[config.mk]
export PLATFORM = sky130hd
export DESIGN_NAME = gpu_cmd_tx_flat
export DESIGN_NICKNAME = d
export VERILOG_FILES = /design/src/rtl/gpu_cmd_tx_if.sv /design/src/rtl/gpu_cmd_tx.sv /design/src/flat_wrapper.sv
export SDC_FILE = /design/constraint.sdc
export NUM_CORES = 1
export LEC_CHECK = 0
export ABC_CLOCK_PERIOD_IN_PS = 2400
export CORE_MARGIN = 2
export CORE_UTILIZATION = 51
export CTS_BUF_LIST = sky130_fd_sc_hd__clkbuf_8 sky130_fd_sc_hd__clkbuf_16
export DETAILED_ROUTE_END_ITERATION = 10
export MAX_ROUTING_LAYER = met4
export PLACE_DENSITY_LB_ADDON = 0.15
export SYNTH_ARGS = -nofsm -noshare
export SYNTH_HDL_FRONTEND = slang
export SYNTH_SLANG_ARGS = --single-unit
[constraint.sdc]
create_clock -name clk -period 2.4 [get_ports clk]
set_input_delay 0.48 -clock clk [delete_from_list [all_inputs] [get_ports clk]]
set_output_delay 0.48 -clock clk [all_outputs]
set_load 0.02 [all_outputs]
[src/rtl/gpu_cmd_tx_if.sv]
// Request handshake between the CPU core and the GPU command transmitter.
// master: CPU side (drives req_valid/req_cmd/req_param); slave: transmitter (drives req_ready).
interface gpu_cmd_tx_if;
    logic        req_valid;
    logic        req_ready;
    logic [15:0] req_cmd;
    logic [15:0] req_param;

    modport master (
        output req_valid,
        output req_cmd,
        output req_param,
        input  req_ready
    );

    modport slave (
        input  req_valid,
        input  req_cmd,
        input  req_param,
        output req_ready
    );
endinterface

[src/rtl/gpu_cmd_tx.sv]
// CPU-side transmitter: queues {cmd,param} requests and serialises them onto cpuline
// in the GPU's CMD -> PARAM -> EXEC receive loop, tracking the GPU slot phase locally.
// Ports: clk, reset (async, active-high); req (slave handshake: valid/ready/cmd/param);
//   cpuline (registered line word), busy, sent (pulse), err_nop (pulse), level (FIFO fill).
module gpu_cmd_tx #(
    parameter int DEPTH = 4,
    parameter int LW    = $clog2(DEPTH) + 1
) (
    input  logic              clk,
    input  logic              reset,
    gpu_cmd_tx_if.slave       req,
    output logic [15:0]       cpuline,
    output logic              busy,
    output logic              sent,
    output logic              err_nop,
    output logic [LW-1:0]     level
);
    localparam int AW = $clog2(DEPTH);
    localparam logic [LW-1:0] FULL = LW'(DEPTH);

    typedef enum logic [1:0] {
        S_CMD,
        S_PARAM,
        S_EXEC
    } slot_t;

    slot_t          slot;
    logic           live;
    logic [15:0]    cur_param;
    logic [AW-1:0]  wr_ptr;
    logic [AW-1:0]  rd_ptr;
    logic [31:0]    mem [DEPTH];

    logic           accept;
    logic           push;
    logic           enter_cmd;
    logic           pop;
    logic [31:0]    head;

    assign req.req_ready = (level != FULL);
    assign accept    = req.req_valid & req.req_ready;
    // NOP commands are acknowledged but never queued.
    assign push      = accept & (req.req_cmd != 16'h0000);
    // A CMD slot follows EXEC, or PARAM when the line carried no real command.
    assign enter_cmd = (slot == S_EXEC) | ((slot == S_PARAM) & ~live);
    // Uses the registered level only, so a same-edge push is never bypassed.
    assign pop       = enter_cmd & (level != '0);
    assign head      = mem[rd_ptr];
    assign busy      = (level != '0) | live;

    always_ff @(posedge clk) begin
        if (push) begin
            mem[wr_ptr] <= {req.req_cmd, req.req_param};
        end
    end

    always_ff @(posedge clk or posedge reset) begin
        if (reset) begin
            slot      <= S_CMD;
            live      <= 1'b0;
            cur_param <= '0;
            cpuline   <= '0;
            wr_ptr    <= '0;
            rd_ptr    <= '0;
            level     <= '0;
            sent      <= 1'b0;
            err_nop   <= 1'b0;
        end else begin
            sent    <= 1'b0;
            err_nop <= accept & (req.req_cmd == 16'h0000);

            if (push) begin
                wr_ptr <= wr_ptr + 1'b1;
            end
            if (pop) begin
                rd_ptr <= rd_ptr + 1'b1;
            end
            unique case ({push, pop})
                2'b10:   level <= level + 1'b1;
                2'b01:   level <= level - 1'b1;
                default: level <= level;
            endcase

            if (enter_cmd) begin
                slot <= S_CMD;
                if (pop) begin
                    cpuline   <= head[31:16];
                    cur_param <= head[15:0];
                    live      <= 1'b1;
                end else begin
                    cpuline <= '0;
                    live    <= 1'b0;
                end
            end else begin
                unique case (slot)
                    S_CMD: begin
                        slot    <= S_PARAM;
                        cpuline <= live ? cur_param : 16'h0000;
                    end
                    S_PARAM: begin
                        // Only reached with live set; the idle case is enter_cmd.
                        slot    <= S_EXEC;
                        cpuline <= '0;
                        sent    <= 1'b1;
                    end
                    default: begin
                        slot    <= S_CMD;
                        cpuline <= '0;
                    end
                endcase
            end
        end
    end
endmodule

[src/flat_wrapper.sv]
// flat-port wrapper written by rule: the top's interface ports become plain ports
module gpu_cmd_tx_flat 
#(
    parameter int DEPTH = 4,
    parameter int LW    = $clog2(DEPTH) + 1
)
  (clk, reset, cpuline, busy, sent, err_nop, level, req_req_valid, req_req_cmd, req_req_param, req_req_ready);
  gpu_cmd_tx_if req_i ();
  input  logic clk;
  input  logic reset;
  output logic [15:0] cpuline;
  output logic busy;
  output logic sent;
  output logic err_nop;
  output logic [LW-1:0] level;
  input wire logic [$bits(req_i.req_valid)-1:0] req_req_valid;
  input wire logic [$bits(req_i.req_cmd)-1:0] req_req_cmd;
  input wire logic [$bits(req_i.req_param)-1:0] req_req_param;
  output wire logic [$bits(req_i.req_ready)-1:0] req_req_ready;
  assign req_i.req_valid = req_req_valid;
  assign req_i.req_cmd = req_req_cmd;
  assign req_i.req_param = req_req_param;
  assign req_req_ready = req_i.req_ready;
  gpu_cmd_tx #(.DEPTH(DEPTH), .LW(LW)) u_core (.clk(clk), .reset(reset), .req(req_i), .cpuline(cpuline), .busy(busy), .sent(sent), .err_nop(err_nop), .level(level));
endmodule
* Yosys cells after proc, flatten, opt, wreduce, memory -nomap -nowiden
Memories as Yosys holds them, arrays and structs flattened. Index checks and enable logic that the tools add are counted.
Storage, ports and cells: register bits 44, RAM bits 128, input bits 35, output and inout bits 23, word-level logic and storage cells 45, memories 1
Cells by class: $add $sub $neg 4, equality and inequality tests 5, multiplexer cells 12, bitwise logic cells 8, reductions and logical operators 6
Memory list:
- u_core.mem | words 4, bits a word 32, read ports 1, clocked after memory_dff 0, write ports 1, line gpu_cmd_tx.sv:32 | logic [31:0] mem [DEPTH];
Operator list (number):
- 16-bit 2-to-1 mux | 4
- 16-bit zero test | 1
- 16-bit nonzero test | 1
- 3-bit case mux with 2 select lines | 1
- 1-bit bitwise AND | 5
- 1-bit 2-to-1 mux | 5
- 2-bit by 1-bit adder with 2-bit output, second input constant | 2
- 2-bit by 1-bit == test with 1-bit output, second input constant | 2
- 2-bit == test, second input constant | 2
- 2-bit case mux with 2 select lines | 1
- 3-bit by 1-bit adder with 3-bit output, second input constant | 1
- 3-bit inequality test, second input constant | 1
- 3-bit nonzero test | 1
- 3-bit by 1-bit subtractor with 3-bit output, second input constant | 1
- 2-bit zero test | 1
- 2-bit 2-to-1 mux | 1
- 1-bit OR | 2
- 2-bit AND reduction | 1
- 2-bit nonzero test | 1
- 1-bit NOT | 1

* Logic depth before layout (Yosys ltp)
Gate-level depths: netlist (run 1).
depth in word-level cells 6, gate-level depth with buffers 11, depth with buffers taken out 10

* Worst setup path after synthesis (run 1)
No wires, ideal clock.
kind reg2reg, from register u_core.sent (netlist name), to register u_core.level[2], library setup time 0.080 ns, arrival time 2.313 ns, setup slack 0.007 ns, cell stages (with the launch flop) 12, buffers on the path 2, period minus slack after synthesis 2.393 ns, path through dfrtp_1 -> or3b_1 -> a21o_1 -> buf_6 -> clkinv_8 -> buf_6 -> ha_1 -> inv_1 -> fa_1 -> xor2_1 -> nor2_1 -> xor2_1
RTL lines:
- to (signal assigned) | line gpu_cmd_tx.sv:79 | 2'b10: level <= level + 1'b1;
- to (signal assigned) | line gpu_cmd_tx.sv:80 | 2'b01: level <= level - 1'b1;
- to (signal assigned) | line gpu_cmd_tx.sv:81 | default: level <= level;
- to (decl) | line gpu_cmd_tx.sv:16 | output logic [LW-1:0] level

* Final worst setup path (run 1)
from input port req_req_cmd[5], to register u_core.level[2]
On the way: cells in the longest elaborated chain, start to end 4
RTL lines:
- from (decl) | line flat_wrapper.sv:17 | input wire logic [$bits(req_i.req_cmd)-1:0] req_req_cmd;
- 16-bit nonzero test (*) | line gpu_cmd_tx.sv:43 | assign push = accept & (req.req_cmd != 16'h0000);
- 1-bit bitwise AND (*) | line gpu_cmd_tx.sv:43
- 2-bit by 1-bit == test with 1-bit output / 2-bit == test (equally long branches) | line gpu_cmd_tx.sv:78 | unique case ({push, pop})
- 3-bit case mux with 2 select lines / 2-bit nonzero test (equally long branches)
Every way passes the cells marked *; elsewhere a longest branch is shown, timed or not. A chain may end at the register's enable or synchronous reset.

==> summary.txt, run 1 <==
STA
  • Final worst path period share: 96.00%
  • Fmax: 434.0 MHz
  • Final setup violation count: 0
  • Max-Slew Margin vs Limit: 71.24%
  • Final Hold Violating Endpoints: 0
  • Post-layout minimum cycle time: 2.304 ns
  • Final Slew Violations: 0
  • Worst-case setup margin in the final layout: 0.09607 ns
  • Layout Skew: 0.004513 ns
  • Final total negative setup slack: 0 ns
  • Transition time at the pin with the least slew margin: 0.4307 ns

Yosys
  • Count of warnings emitted by yosys: 0
  • Net count after synthesis: 370
  • Count of distinct cell types in the synthesized netlist: 31
  • Primary flip-flop cell chosen by synthesis mapping: sky130_fd_sc_hd__edfxtp_1
  • Mapped Area: 6447 um2
  • Number of storage elements in the synthesis netlist: 171
  • Leading post-synthesis cells by instance count: sky130_fd_sc_hd__edfxtp_1, sky130_fd_sc_hd__nand2_1, sky130_fd_sc_hd__dfrtp_1, sky130_fd_sc_hd__mux4_2, sky130_fd_sc_hd__a22o_1
  • Dominant cell by count in the synthesized netlist: sky130_fd_sc_hd__edfxtp_1
  • Post-Synthesis Mean Instance Area: 19.60 um2
  • Fraction of synthesized cell area taken by the top area cell type: 59.62%
  • Number of enable flip-flop cells after synthesis: 128
  • Post-synthesis sequential area ratio: 76.31%
  • Gate count after technology mapping: 329
  • Largest cells by area after synthesis: sky130_fd_sc_hd__edfxtp_1, sky130_fd_sc_hd__dfrtp_1, sky130_fd_sc_hd__mux4_2
  • Largest area contributor in the synthesized netlist: sky130_fd_sc_hd__edfxtp_1
  • Share of flip-flops with an asynchronous set or reset: 25.15%

Route
  • Routed wire length: 11,760 um
  • Initial DRC count: 169
  • Average detailed-routed wire length per instance: 19.24 um
  • Post-detailed-route DRC marker count: 0
  • DR vias: 3,232
  • First-pass iteration count of the detailed router: 4
  • Antenna Violating Nets Remaining: 0
  • Vias per Instance: 5.290

GRT
  • First-pass GRT wire length: 18,140 um
  • Number of antenna violations at the first check in global routing: 0
  • Pin count of the biggest net entering global routing: 34
  • Combined global-route utilization of all metal layers: 19.47%
  • Number of global-route vias before repair: 3,367
  • Global-route congestion overflow total: 0

Floorplan
  • Overall die width: 116.4 um
  • Initial core utilization: 51.72%
  • Vertical die dimension: 116.4 um
  • Std-Cell Rows: 41
  • Total die area: 13,560 um2
  • Core footprint: 12,470 um2
  • Number of placed I/O pins: 58

Worst hold path
  • Source of the worst hold timing path: req_req_cmd[8]
  • Hold Path End: u_core.mem[1][24]$_DFFE_PP_
  • Worst min-delay path class: primary input to flop
  • Instance count along the most critical hold path: 1

Outcome
  • Status: completed

Final layout
  • Number of antenna repair diodes: 0
  • Count of non-filler cells in the finished layout: 611
  • Share of cells above drive strength 1: 25.06%
  • Area grow syn2layout: 25.67%
  • Layout fillers: 866
  • Footprint of the flip-flops and latches: 4921 um2
  • Number of nets in the layout: 467
  • Footprint of the multi-input gates: 1396 um2
  • Share of the core filled with cells in the final layout: 65.00%

Setup path
  • Biggest fanout along the worst timing path: 2
  • Crit start category: primary input
  • Origin of the worst setup path: req_req_cmd[5]
  • Startpoint of the most critical register-to-register path: u_core.live$_DFFE_PP0N_
  • Worst reg-to-reg setup slack: 0.29 ns
  • Signal arrival time at the worst endpoint: 2.65 ns
  • Reg-to-reg critical path endpoint: u_core.level[2]$_DFFE_PP0P_
  • Worst path required time: 2.75 ns
  • Kind of cell adding the most delay to the critical path: simple AND/OR/NAND/NOR gates
  • Kind of critical path: primary input to flop
  • Critical-path cell list: clkdlybuf4s50_1 > nor4_2 > buf_4 > nand4_1 > and3_4 > inv_1 > ha_2 > inv_1 > fa_2 > xor2_1 > nor2_1 > xor2_1
  • Reg2reg path depth: 9
  • CP max stage cell: sky130_fd_sc_hd__clkdlybuf4s50_1
  • Kind of capture point of the worst setup path: flop
  • Number of buffer and inverter instances along the worst setup path: 4
  • Longest individual stage delay on the worst path: 0.43 ns

Placed design
  • DP HPWL: 7359 um
  • Place WS: -0.6726 ns
  • Total instance count after detailed placement: 577
  • Routability-driven placement congestion ratio: 0.7282
  • Count of buffers from port buffering: 57

Clock network
  • Total CTS buffers: 17
  • Source-to-sink clock delay at the later pin of the worst-skew pair: 0.42 ns
  • Clock net sink count: 171
  • Clock transition at path regs: 0.06 ns
  • Clk Tree Root Cell: sky130_fd_sc_hd__clkbuf_16
  • Number of buffers inserted for hold repair after clock tree synthesis: 0
  • CTS tree: yes
  • Number of buffers between clock root and the deepest sink: 2
  • Total number of H-tree levels: 4

Power
  • Reported leakage power: 3.066 nW
  • Post-route total power: 10.32 mW
  • Ratio of total power to cell area: 1273 nW/um2
  • Maximum ir drop on the vdd rail: 0.0006823 V

Flow run
  • Count of max-cap constraint violations: 0
==> layer usage <==
metal	wire length [um]	track usage, %	share of wire (%)
met5	0	-	0
met4	206	8.651	1.8
met3	438	4.203	3.7
met2	5986	30.19	51
met1	5126	25.12	44
==> where the power goes <==
part | leakage [nW] | internal [mW] | total [mW] | switching (mW)
Combinational | 1.04 | 1.47 | 3.09 | 1.62
Clock | 0.311 | 1.89 | 2.94 | 1.06
Sequential | 1.71 | 4.00 | 4.29 | 0.290
Total | 3.07 | 7.35 | 10.3 | 2.97
==> repair_timing <==
item | in CTS | in global routing
gates resized for setup | 6 | 11
buffers inserted | 0 | 2
pin swaps | 1 | 5
cloned | 0 | 0
endpoints found under the setup margin | 2 | 1
==> per-stage QoR <==
stage | hold slack (ns) | cell area [um2]
5_1_grt | 0.3990 | 8103
2_1_floorplan | 0.4449 | 6447
4_1_cts | 0.3847 | 8050
3_5_place_dp | 0.4640 | 7382
6_report | 0.3637 | 8103
3_3_place_gp | 0.4600 | 7382
==> registers in the layout, indices dropped and copies added, names as in the netlist, 2 cells and up <==
register	flops
u_core.rd_ptr	2
u_core.wr_ptr	2
u_core.level	3
u_core.cpuline	16
u_core.cur_param	16
u_core.mem	128
==> layout by cell type (no fill, tap or decap), types with 2 or more instances in the layout <==
cell,count
sky130_fd_sc_hd__clkdlybuf4s50_1,48
sky130_fd_sc_hd__edfxtp_1,128
sky130_fd_sc_hd__dfrtp_1,42
sky130_fd_sc_hd__and2_1,4
sky130_fd_sc_hd__mux4_2,32
sky130_fd_sc_hd__a22o_1,16
sky130_fd_sc_hd__dlymetal6s2s_1,6
sky130_fd_sc_hd__inv_1,7
sky130_fd_sc_hd__bufinv_16,5
sky130_fd_sc_hd__clkbuf_16,17
sky130_fd_sc_hd__clkinvlp_4,3
sky130_fd_sc_hd__nand2_1,51
sky130_fd_sc_hd__dlygate4sd2_1,3
sky130_fd_sc_hd__nor2_1,3
sky130_fd_sc_hd__xor2_1,2
sky130_fd_sc_hd__clkbuf_8,2
sky130_fd_sc_hd__buf_12,2
sky130_fd_sc_hd__nand2b_1,2
sky130_fd_sc_hd__clkinv_1,2
sky130_fd_sc_hd__buf_4,34
sky130_fd_sc_hd__nor4_2,3
sky130_fd_sc_hd__ha_1,4
sky130_fd_sc_hd__xnor2_1,4
==> worst max-delay path by stage <==
| stage | end | slack, ns | depth (start not counted) |
|---|---|---|---|
| 2_1_floorplan | u_core.level[2]$_DFFE_PP0P_ | 0.007 | 11 |
| 3_3_place_gp | u_core.level[2]$_DFFE_PP0P_ | -0.58 | 12 |
| 3_5_place_dp | u_core.level[2]$_DFFE_PP0P_ | -0.67 | 12 |
| 4_1_cts | u_core.level[2]$_DFFE_PP0P_ | 0.02 | 12 |
| 5_1_grt | u_core.level[2]$_DFFE_PP0P_ | -0.01 | 12 |
| 6_report | u_core.level[2]$_DFFE_PP0P_ | 0.1 | 12 |
==> layout make-up <==
class	instances	area share, %
multi-input combinational	135	17.23
timing repair buffer	93	10.82
tap	172	2.656
clock buffer	19	5.590
inverter	8	0.5250
sequential	171	60.73
clock inverter	13	2.440
==> cells by family after synthesis <==
family	share of synthesized area [%]
multiplexers	11.57
flip-flops	76.31
AND/OR/NAND/NOR	5.026
XOR/XNOR	0.8151
AO/OA/AOI/OAI	2.290
adder cells (fa/ha/maj)	1.281
buffers and inverters	2.717
No activity file was read; power rests on OpenSTA's default activity.
==> inputs of run 2 (changes only) <==
Settings changed: CTS_BUF_LIST sky130_fd_sc_hd__clkbuf_8 sky130_fd_sc_hd__clkbuf_16 to sky130_fd_sc_hd__clkbuf_16, PLACE_DENSITY set to 0.85, PLACE_DENSITY_LB_ADDON 0.15 to unset.
==> summary.txt, run 2 (synthesized netlist as in run 1, its figures left out) <==
Flow run
  • Count of max-cap constraint violations: 0 (unchanged)

Final layout
  • Registers with the most flip-flops: u_core.mem (128), u_core.cpuline (16), u_core.cur_param (16) (unchanged)
  • Leading cell types in the layout, fill and taps excluded: sky130_fd_sc_hd__edfxtp_1, sky130_fd_sc_hd__nand2_1, sky130_fd_sc_hd__clkdlybuf4s50_1 (unchanged)
  • Largest register FFs: 128 (unchanged)
  • Number of nets in the layout: 464 (was 467)
  • Share of the core filled with cells in the final layout: 64.39% (was 65.00%)
  • Most common cell after layout, fill and taps aside: sky130_fd_sc_hd__edfxtp_1 (unchanged)
  • Share of cells above drive strength 1: 23.85% (was 25.06%)
  • Number of antenna repair diodes: 0 (unchanged)
  • Post-layout instance area: 8026 um2 (was 8103 um2)
  • Area grow syn2layout: 24.49% (was 25.67%)
  • Reg with most FFs: u_core.mem (unchanged)

Setup path
  • Reg-to-reg critical path endpoint: u_core.level[2]$_DFFE_PP0P_ (unchanged)
  • Reg2reg path depth: 9 (unchanged)
  • Kind of capture point of the worst setup path: flop (unchanged)
  • Startpoint of the most critical register-to-register path: u_core.sent$_DFF_PP0_ (was u_core.live$_DFFE_PP0N_)
  • Biggest fanout along the worst timing path: 5 (was 2)
  • Worst path required time: 2.75 ns (about the same)
  • Crit start category: primary input (unchanged)
  • Kind of critical path: primary input to flop (unchanged)
  • Signal arrival time at the worst endpoint: 2.62 ns (was 2.65 ns)
  • Worst reg-to-reg setup slack: 0.23 ns (was 0.29 ns)

Worst hold path
  • Worst min-delay path class: primary input to flop (unchanged)
  • Instance count along the most critical hold path: 1 (unchanged)
  • Source of the worst hold timing path: req_req_cmd[11] (was req_req_cmd[8])
  • Hold Path End: u_core.mem[2][27]$_DFFE_PP_ (was u_core.mem[1][24]$_DFFE_PP_)

Power
  • Relative contribution of the clock network to total power: 24.5% (was 28.5%)
  • Sequential power share: 43.7% (was 41.6%)
  • Net switching power figure: 3.023 mW (was 2.967 mW)
  • Ratio of total power to cell area: 1228 nW/um2 (was 1273 nW/um2)
  • Maximum ir drop on the vdd rail: 0.0005413 V (was 0.0006823 V)
  • Int Power: 6.834 mW (was 7.351 mW)
  • Reported leakage power: 3.026 nW (was 3.066 nW)
  • Combinational fraction of design power: 31.7% (was 29.9%)
  • Switching part of the total: 30.67% (was 28.76%)
  • Post-route total power: 9.857 mW (was 10.32 mW)

Floorplan
  • Number of placed I/O pins: 58 (unchanged)
  • Total die area: 13,560 um2 (unchanged)
  • Std-Cell Rows: 41 (unchanged)
  • Overall die width: 116.4 um (unchanged)
  • Initial core utilization: 51.72% (unchanged)
  • Core footprint: 12,470 um2 (unchanged)
  • Vertical die dimension: 116.4 um (unchanged)

Route
  • DR vias: 3,251 (was 3,232)
  • Amount of wire on met3 after detailed routing: 520 um (was 438 um)
  • Vias per Instance: 5.347 (was 5.290)
  • Initial DRC count: 245 (was 169)
  • Routed wire length: 12,030 um (was 11,760 um)
  • Average detailed-routed wire length per instance: 19.78 um (was 19.24 um)
  • Post-detailed-route DRC marker count: 0 (unchanged)
  • First-pass iteration count of the detailed router: 4 (unchanged)
  • Routed length on met1: 5033 um (was 5126 um)
  • Detailed route wirelength on metal2: 6240 um (was 5986 um)
  • Max layer used: met4 (unchanged)
  • Antenna Violating Nets Remaining: 0 (unchanged)

Clock network
  • Clock net sink count: 171 (unchanged)
  • Total number of H-tree levels: 4 (unchanged)
  • Total CTS buffers: 17 (unchanged)
  • CTS tree: yes (unchanged)
  • Number of buffers inserted for hold repair after clock tree synthesis: 0 (unchanged)
  • Clk Tree Root Cell: sky130_fd_sc_hd__clkbuf_16 (unchanged)
  • Source-to-sink clock delay at the later pin of the worst-skew pair: 0.43 ns (was 0.42 ns)
  • Clock transition at path regs: 0.06 ns (about the same)
  • Number of buffers between clock root and the deepest sink: 2 (unchanged)

STA
  • Final total negative setup slack: 0 ns (unchanged)
  • Post-layout minimum cycle time: 2.265 ns (was 2.304 ns)
  • Max-Slew Margin vs Limit: 67.95% (was 71.24%)
  • Final Slew Violations: 0 (unchanged)
  • Transition time at the pin with the least slew margin: 0.4801 ns (was 0.4307 ns)
  • Fmax: 441.5 MHz (was 434.0 MHz)
  • Minimum hold slack: 0.3870 ns (was 0.3637 ns)
  • Final setup violation count: 0 (unchanged)
  • Final Hold Violating Endpoints: 0 (unchanged)
  • Final worst path period share: 94.38% (was 96.00%)
  • Layout Skew: 0.007485 ns (was 0.004513 ns)

Outcome
  • Status: completed (unchanged)

Placed design
  • Count of buffers from port buffering: 57 (unchanged)
  • Placed Instance Area: 7442 um2 (was 7382 um2)
  • Routability-driven placement congestion ratio: 0.7209 (was 0.7282)
  • DP HPWL: 7503 um (was 7359 um)

GRT
  • Number of antenna violations at the first check in global routing: 0 (unchanged)
  • Global-route congestion overflow total: 0 (unchanged)
  • Combined global-route utilization of all metal layers: 19.98% (was 19.47%)
  • Number of global-route vias before repair: 3,495 (was 3,367)
  • First-pass GRT wire length: 18,750 um (was 18,140 um)
  • Pin count of the biggest net entering global routing: 34 (unchanged)
[run 2: changes by cell type in the layout (fill, tap and decap cells not counted), moves of 2 or more]
cell and change:
sky130_fd_sc_hd__buf_12 +6, sky130_fd_sc_hd__buf_4 -9, sky130_fd_sc_hd__bufinv_16 -5, sky130_fd_sc_hd__clkbuf_8 -2, sky130_fd_sc_hd__clkinv_1 +2, sky130_fd_sc_hd__clkinv_4 +2, sky130_fd_sc_hd__dlymetal6s2s_1 +2, sky130_fd_sc_hd__inv_6 +3
[run 2: worst max-delay path by stage]
stage,startpoint,endpoint,slack [ns],cells after the start
floorplan,u_core.sent$_DFF_PP0_,u_core.level[2]$_DFFE_PP0P_,0.007,11
global placement,req_req_cmd[9],u_core.level[2]$_DFFE_PP0P_,-0.41,12
CTS,req_req_cmd[11],u_core.level[2]$_DFFE_PP0P_,0.003,12
detailed placement,req_req_cmd[9],u_core.level[2]$_DFFE_PP0P_,-0.51,12
global route,req_req_cmd[0],u_core.level[2]$_DFFE_PP0P_,-0.05,11
finish,req_req_cmd[0],u_core.level[2]$_DFFE_PP0P_,0.13,11
[run 2: through the flow]
step                instances  worst slack (ns)
finish                    608            0.1350
global route              608          -0.05004
CTS                       607          0.003004
detailed placement        575           -0.5117
global placement          575           -0.4111
floorplan                 329          0.006992
[run 2: area by class of cell]
| class | count | area [um2] |
|---|---|---|
| well taps | 172 | 215.2 |
| multi-input cells | 135 | 1385 |
| fillers | 787 | 4439 |
| flip-flops and latches | 171 | 4921 |
| clock inverters | 15 | 101.3 |
| repair buffers | 90 | 935.9 |
| inverters | 8 | 42.54 |
| clock buffers | 17 | 425.4 |
[run 2: power by group through the flow]
stage / sequential (mW) / combinational, mW / clock, mW
after floorplan: 4.40 / 2.07 / 0
after global placement: 4.31 / 3.05 / 0
after detailed placement: 4.36 / 3.15 / 0
after CTS: 4.32 / 3.17 / 2.45
after global routing: 4.38 / 3.40 / 2.56
final: 4.31 / 3.13 / 2.42
[run 2: critical path, cell delays in order]
cell                              delay [ns]
sky130_fd_sc_hd__clkdlybuf4s50_1        0.51
sky130_fd_sc_hd__nor4_2                 0.28
sky130_fd_sc_hd__nand4_1                0.16
sky130_fd_sc_hd__and3_4                 0.18
sky130_fd_sc_hd__inv_1                  0.05
sky130_fd_sc_hd__ha_1                   0.15
sky130_fd_sc_hd__inv_1                  0.06
sky130_fd_sc_hd__fa_2                   0.33
sky130_fd_sc_hd__xor2_1                 0.15
sky130_fd_sc_hd__nor2_1                 0.13
sky130_fd_sc_hd__xor2_1                 0.14
[run 2: per-layer routing]
| layer | up-vias | GRT usage [%] |
|---|---|---|
| met5 | - | - |
| met4 | 0 | 7.460 |
| met3 | 20 | 5.397 |
| met2 | 100 | 31.86 |
| met1 | 1680 | 24.82 |
| li1 | 1451 | - |
[run 2: timing repair]
| item | CTS | global route |
|---|---|---|
| hold endpoints to repair | 0 | 0 |
| setup endpoints to repair | 1 | 1 |
| pin swaps | 0 | 5 |
| resized for setup | 5 | 11 |
| buffers inserted | 0 | 1 |
| gates cloned | 0 | 0 |
==> inputs of run 3 (changes only) <==
Settings changed: ABC_CLOCK_PERIOD_IN_PS 2400 to 2000, CORE_MARGIN 2 to 8.
Clock period 2.4 ns to 2 ns, I/O delays scaled along.
==> summary.txt, run 3 (synthesized netlist as in run 1, its figures left out) <==
Setup path
  • Worst path required time: 2.33 ns (was 2.75 ns)
  • Biggest fanout along the worst timing path: 2 (was 5)
  • Number of buffer and inverter instances along the worst setup path: 2 (was 3)
  • Crit start category: flop (was primary input)
  • Signal arrival time at the worst endpoint: 2.44 ns (was 2.62 ns)
  • CP max stage cell: sky130_fd_sc_hd__or3b_1 (was sky130_fd_sc_hd__clkdlybuf4s50_1)
  • Most frequent cell on the critical path: sky130_fd_sc_hd__xor2_1
  • Kind of cell adding the most delay to the critical path: simple AND/OR/NAND/NOR gates (unchanged)
  • Critical-path cell list: or3b_1 > a21o_4 > clkinv_8 > ha_4 > inv_2 > fa_2 > xor2_1 > nor2_1 > xor2_1 (was clkdlybuf4s50_1 > nor4_2 > nand4_1 > and3_4 > inv_1 > ha_1 > inv_1 > fa_2 > xor2_1 > nor2_1 > xor2_1)
  • Longest individual stage delay on the worst path: 0.39 ns (was 0.51 ns)
  • Kind of capture point of the worst setup path: flop (unchanged)
  • Kind of critical path: flop to flop (was primary input to flop)

Final layout
  • Footprint of the flip-flops and latches: 4922 um2 (was 4921 um2)
  • Area grow syn2layout: 26.16% (was 24.49%)
  • Post-layout instance area: 8134 um2 (was 8026 um2)
  • Registers with the most flip-flops: u_core.mem (128), u_core.cpuline (16), u_core.cur_param (16) (unchanged)
  • Footprint of the multi-input gates: 1440 um2 (was 1385 um2)
  • Count of non-filler cells in the finished layout: 624 (was 608)
  • Largest register FFs: 128 (unchanged)
  • Leading cell types in the layout, fill and taps excluded: sky130_fd_sc_hd__edfxtp_1, sky130_fd_sc_hd__nand2_1, sky130_fd_sc_hd__dfrtp_1 (was sky130_fd_sc_hd__edfxtp_1, sky130_fd_sc_hd__nand2_1, sky130_fd_sc_hd__clkdlybuf4s50_1)
  • Number of nets in the layout: 479 (was 464)
  • Share of cells above drive strength 1: 31.71% (was 23.85%)
  • Reg with most FFs: u_core.mem (unchanged)
  • Layout fillers: 796 (was 787)
  • Most common cell after layout, fill and taps aside: sky130_fd_sc_hd__edfxtp_1 (unchanged)

Worst hold path
  • Worst min-delay path class: primary input to flop (unchanged)

Route
  • Vias per Instance: 5.426 (was 5.347)
  • Post-detailed-route DRC marker count: 0 (unchanged)
  • Average detailed-routed wire length per instance: 21.36 um (was 19.78 um)
  • Routed wire length: 13,330 um (was 12,030 um)
  • First-pass iteration count of the detailed router: 4 (unchanged)
  • Initial DRC count: 335 (was 245)
  • Antenna Violating Nets Remaining: 0 (unchanged)
  • DR vias: 3,386 (was 3,251)

STA
  • RSZ-0062 raised after global routing: true
  • Minimum hold slack: 0.2450 ns (was 0.3870 ns)
  • Max-Slew Margin vs Limit: 73.45% (was 67.95%)
  • Final total negative setup slack: -0.1468 ns (was 0 ns)
  • Final worst path period share: 105.3%
  • Post-layout minimum cycle time: 2.107 ns
  • Layout Skew: 0.009942 ns (was 0.007485 ns)
  • Fmax: 474.6 MHz
  • Worst-case setup margin in the final layout: -0.1070 ns (was 0.1350 ns)
  • Transition time at the pin with the least slew margin: 0.3982 ns (was 0.4801 ns)
  • Final Hold Violating Endpoints: 0 (unchanged)
  • Final setup violation count: 2 (was 0)
  • Final Slew Violations: 0 (unchanged)

Placed design
  • Count of buffers from port buffering: 57 (unchanged)
  • Routability-driven placement congestion ratio: 0.7427 (was 0.7209)
  • Placed Instance Area: 7513 um2 (was 7442 um2)
  • DP HPWL: 7816 um (was 7503 um)
  • Total instance count after detailed placement: 581 (was 575)

GRT
  • Global-route congestion overflow total: 0 (unchanged)
  • Pin count of the biggest net entering global routing: 44 (was 34)
  • Combined global-route utilization of all metal layers: 17.86% (was 19.98%)
  • Number of antenna violations at the first check in global routing: 1 (was 0)
  • Number of global-route vias before repair: 3,729 (was 3,495)
  • First-pass GRT wire length: 20,880 um (was 18,750 um)

Clock network
  • Number of buffers between clock root and the deepest sink: 2 (unchanged)
  • Total CTS buffers: 17 (unchanged)
  • Total number of H-tree levels: 4 (unchanged)
  • Source-to-sink clock delay at the later pin of the worst-skew pair: 0.41 ns (was 0.43 ns)
  • Clock transition at path regs: 0.06 ns (about the same)
  • CTS tree: yes (unchanged)
  • Clock net sink count: 171 (unchanged)
  • Clk Tree Root Cell: sky130_fd_sc_hd__clkbuf_16 (unchanged)

Power
  • Ratio of total power to cell area: 1498 nW/um2 (was 1228 nW/um2)
  • Reported leakage power: 3.024 nW (was 3.026 nW)
  • Maximum ir drop on the vdd rail: 0.0005131 V (was 0.0005413 V)

Floorplan
  • Initial core utilization: 51.72% (unchanged)
  • Overall die width: 128.4 um (was 116.4 um)
  • Core footprint: 12,470 um2 (unchanged)
  • Std-Cell Rows: 41 (unchanged)
  • Vertical die dimension: 128.4 um (was 116.4 um)
  • Number of placed I/O pins: 58 (unchanged)
  • Total die area: 16,500 um2 (was 13,560 um2)

Flow run
  • Count of max-cap constraint violations: 0 (unchanged)

Outcome
  • Violations in the final reports: negative setup slack
  • Status: complete, but fails checks (was completed)
[run 3: cell types whose count changed in the layout (fill, tap and decap cells not counted), moves of 4 or more]
cell | previous run | this run
sky130_fd_sc_hd__buf_4 | 25 | 40
sky130_fd_sc_hd__clkbuf_2 | 0 | 11
sky130_fd_sc_hd__clkdlybuf4s50_1 | 47 | 39
sky130_fd_sc_hd__dlymetal6s2s_1 | 8 | 0
sky130_fd_sc_hd__and2_1 | 4 | 0
sky130_fd_sc_hd__and2_2 | 0 | 4
[run 3: per-stage QoR]
step / setup slack, ns / power [mW] / utilization (%)
finish: -0.1070 / 12.18 / 65.25
detailed placement: -0.7981 / 9.149 / 60.27
floorplan: -0.2513 / 7.808 / -
global route: -0.2009 / 12.79 / 65.25
global placement: -0.6703 / 8.986 / 60.27
CTS: -0.09963 / 12.28 / 65.45
[run 3: power breakdown]
group	switching [mW]	total [mW]	internal (mW)
clock network	1.31	3.02	1.70
logic	2.07	4.00	1.93
registers	0.370	5.17	4.80
[run 3: worst paths after layout]
check,cells past startpoint,slack (ns),endpoint,from
max,9,-0.11,u_core.level[2]$_DFFE_PP0P_,u_core.live$_DFFE_PP0N_
min,1,0.24,u_core.mem[3][21]$_DFFE_PP_,req_req_cmd[5]
max reg2reg,9,-0.11,u_core.level[2]$_DFFE_PP0P_,u_core.live$_DFFE_PP0N_
min reg2reg,2,0.48,u_core.cur_param[7]$_DFFE_PP0P_,u_core.cur_param[7]$_DFFE_PP0P_
max in group asynchronous,3,1.43,u_core.rd_ptr[0]$_DFFE_PP0P_,reset
min in group asynchronous,3,0.34,u_core.cur_param[0]$_DFFE_PP0P_,reset
[run 3: final cells by class]
| cell class | instances | area share, % |
|---|---|---|
| antenna | 1 | 0.03076 |
| clock buffer | 17 | 5.230 |
| clock inverter | 15 | 1.538 |
| inverter | 8 | 0.5230 |
| multi-input combinational | 135 | 17.70 |
| sequential | 171 | 60.51 |
| tap | 172 | 2.646 |
| timing repair buffer | 105 | 11.81 |
[run 3: metal layers]
| metal | share of wire (%) | vias to the layer above | GRT usage (%) |
|---|---|---|---|
| li1 | - | 1487 | - |
| met1 | 38 | 1755 | 19.97 |
| met2 | 54 | 131 | 29.74 |
| met3 | 6.9 | 13 | 4.675 |
| met4 | 1.7 | 0 | 7.972 |
| met5 | 0 | - | - |
[run 3: worst register-to-register path, cell delays in order, from the launching register on]
cell	delay, ns
sky130_fd_sc_hd__dfrtp_1	0.38
sky130_fd_sc_hd__or3b_1	0.39
sky130_fd_sc_hd__a21o_4	0.24
sky130_fd_sc_hd__clkinv_8	0.06
sky130_fd_sc_hd__ha_4	0.13
sky130_fd_sc_hd__inv_2	0.04
sky130_fd_sc_hd__fa_2	0.33
sky130_fd_sc_hd__xor2_1	0.15
sky130_fd_sc_hd__nor2_1	0.14
sky130_fd_sc_hd__xor2_1	0.17
[run 3: timing repair]
| action | 4_1_cts | 5_1_grt |
|---|---|---|
| setup endpoints to repair | 132 | 73 |
| pin swaps | 7 | 6 |
| buffers inserted | 10 | 0 |
| resized for setup | 34 | 26 |
| hold buffers | 0 | 0 |
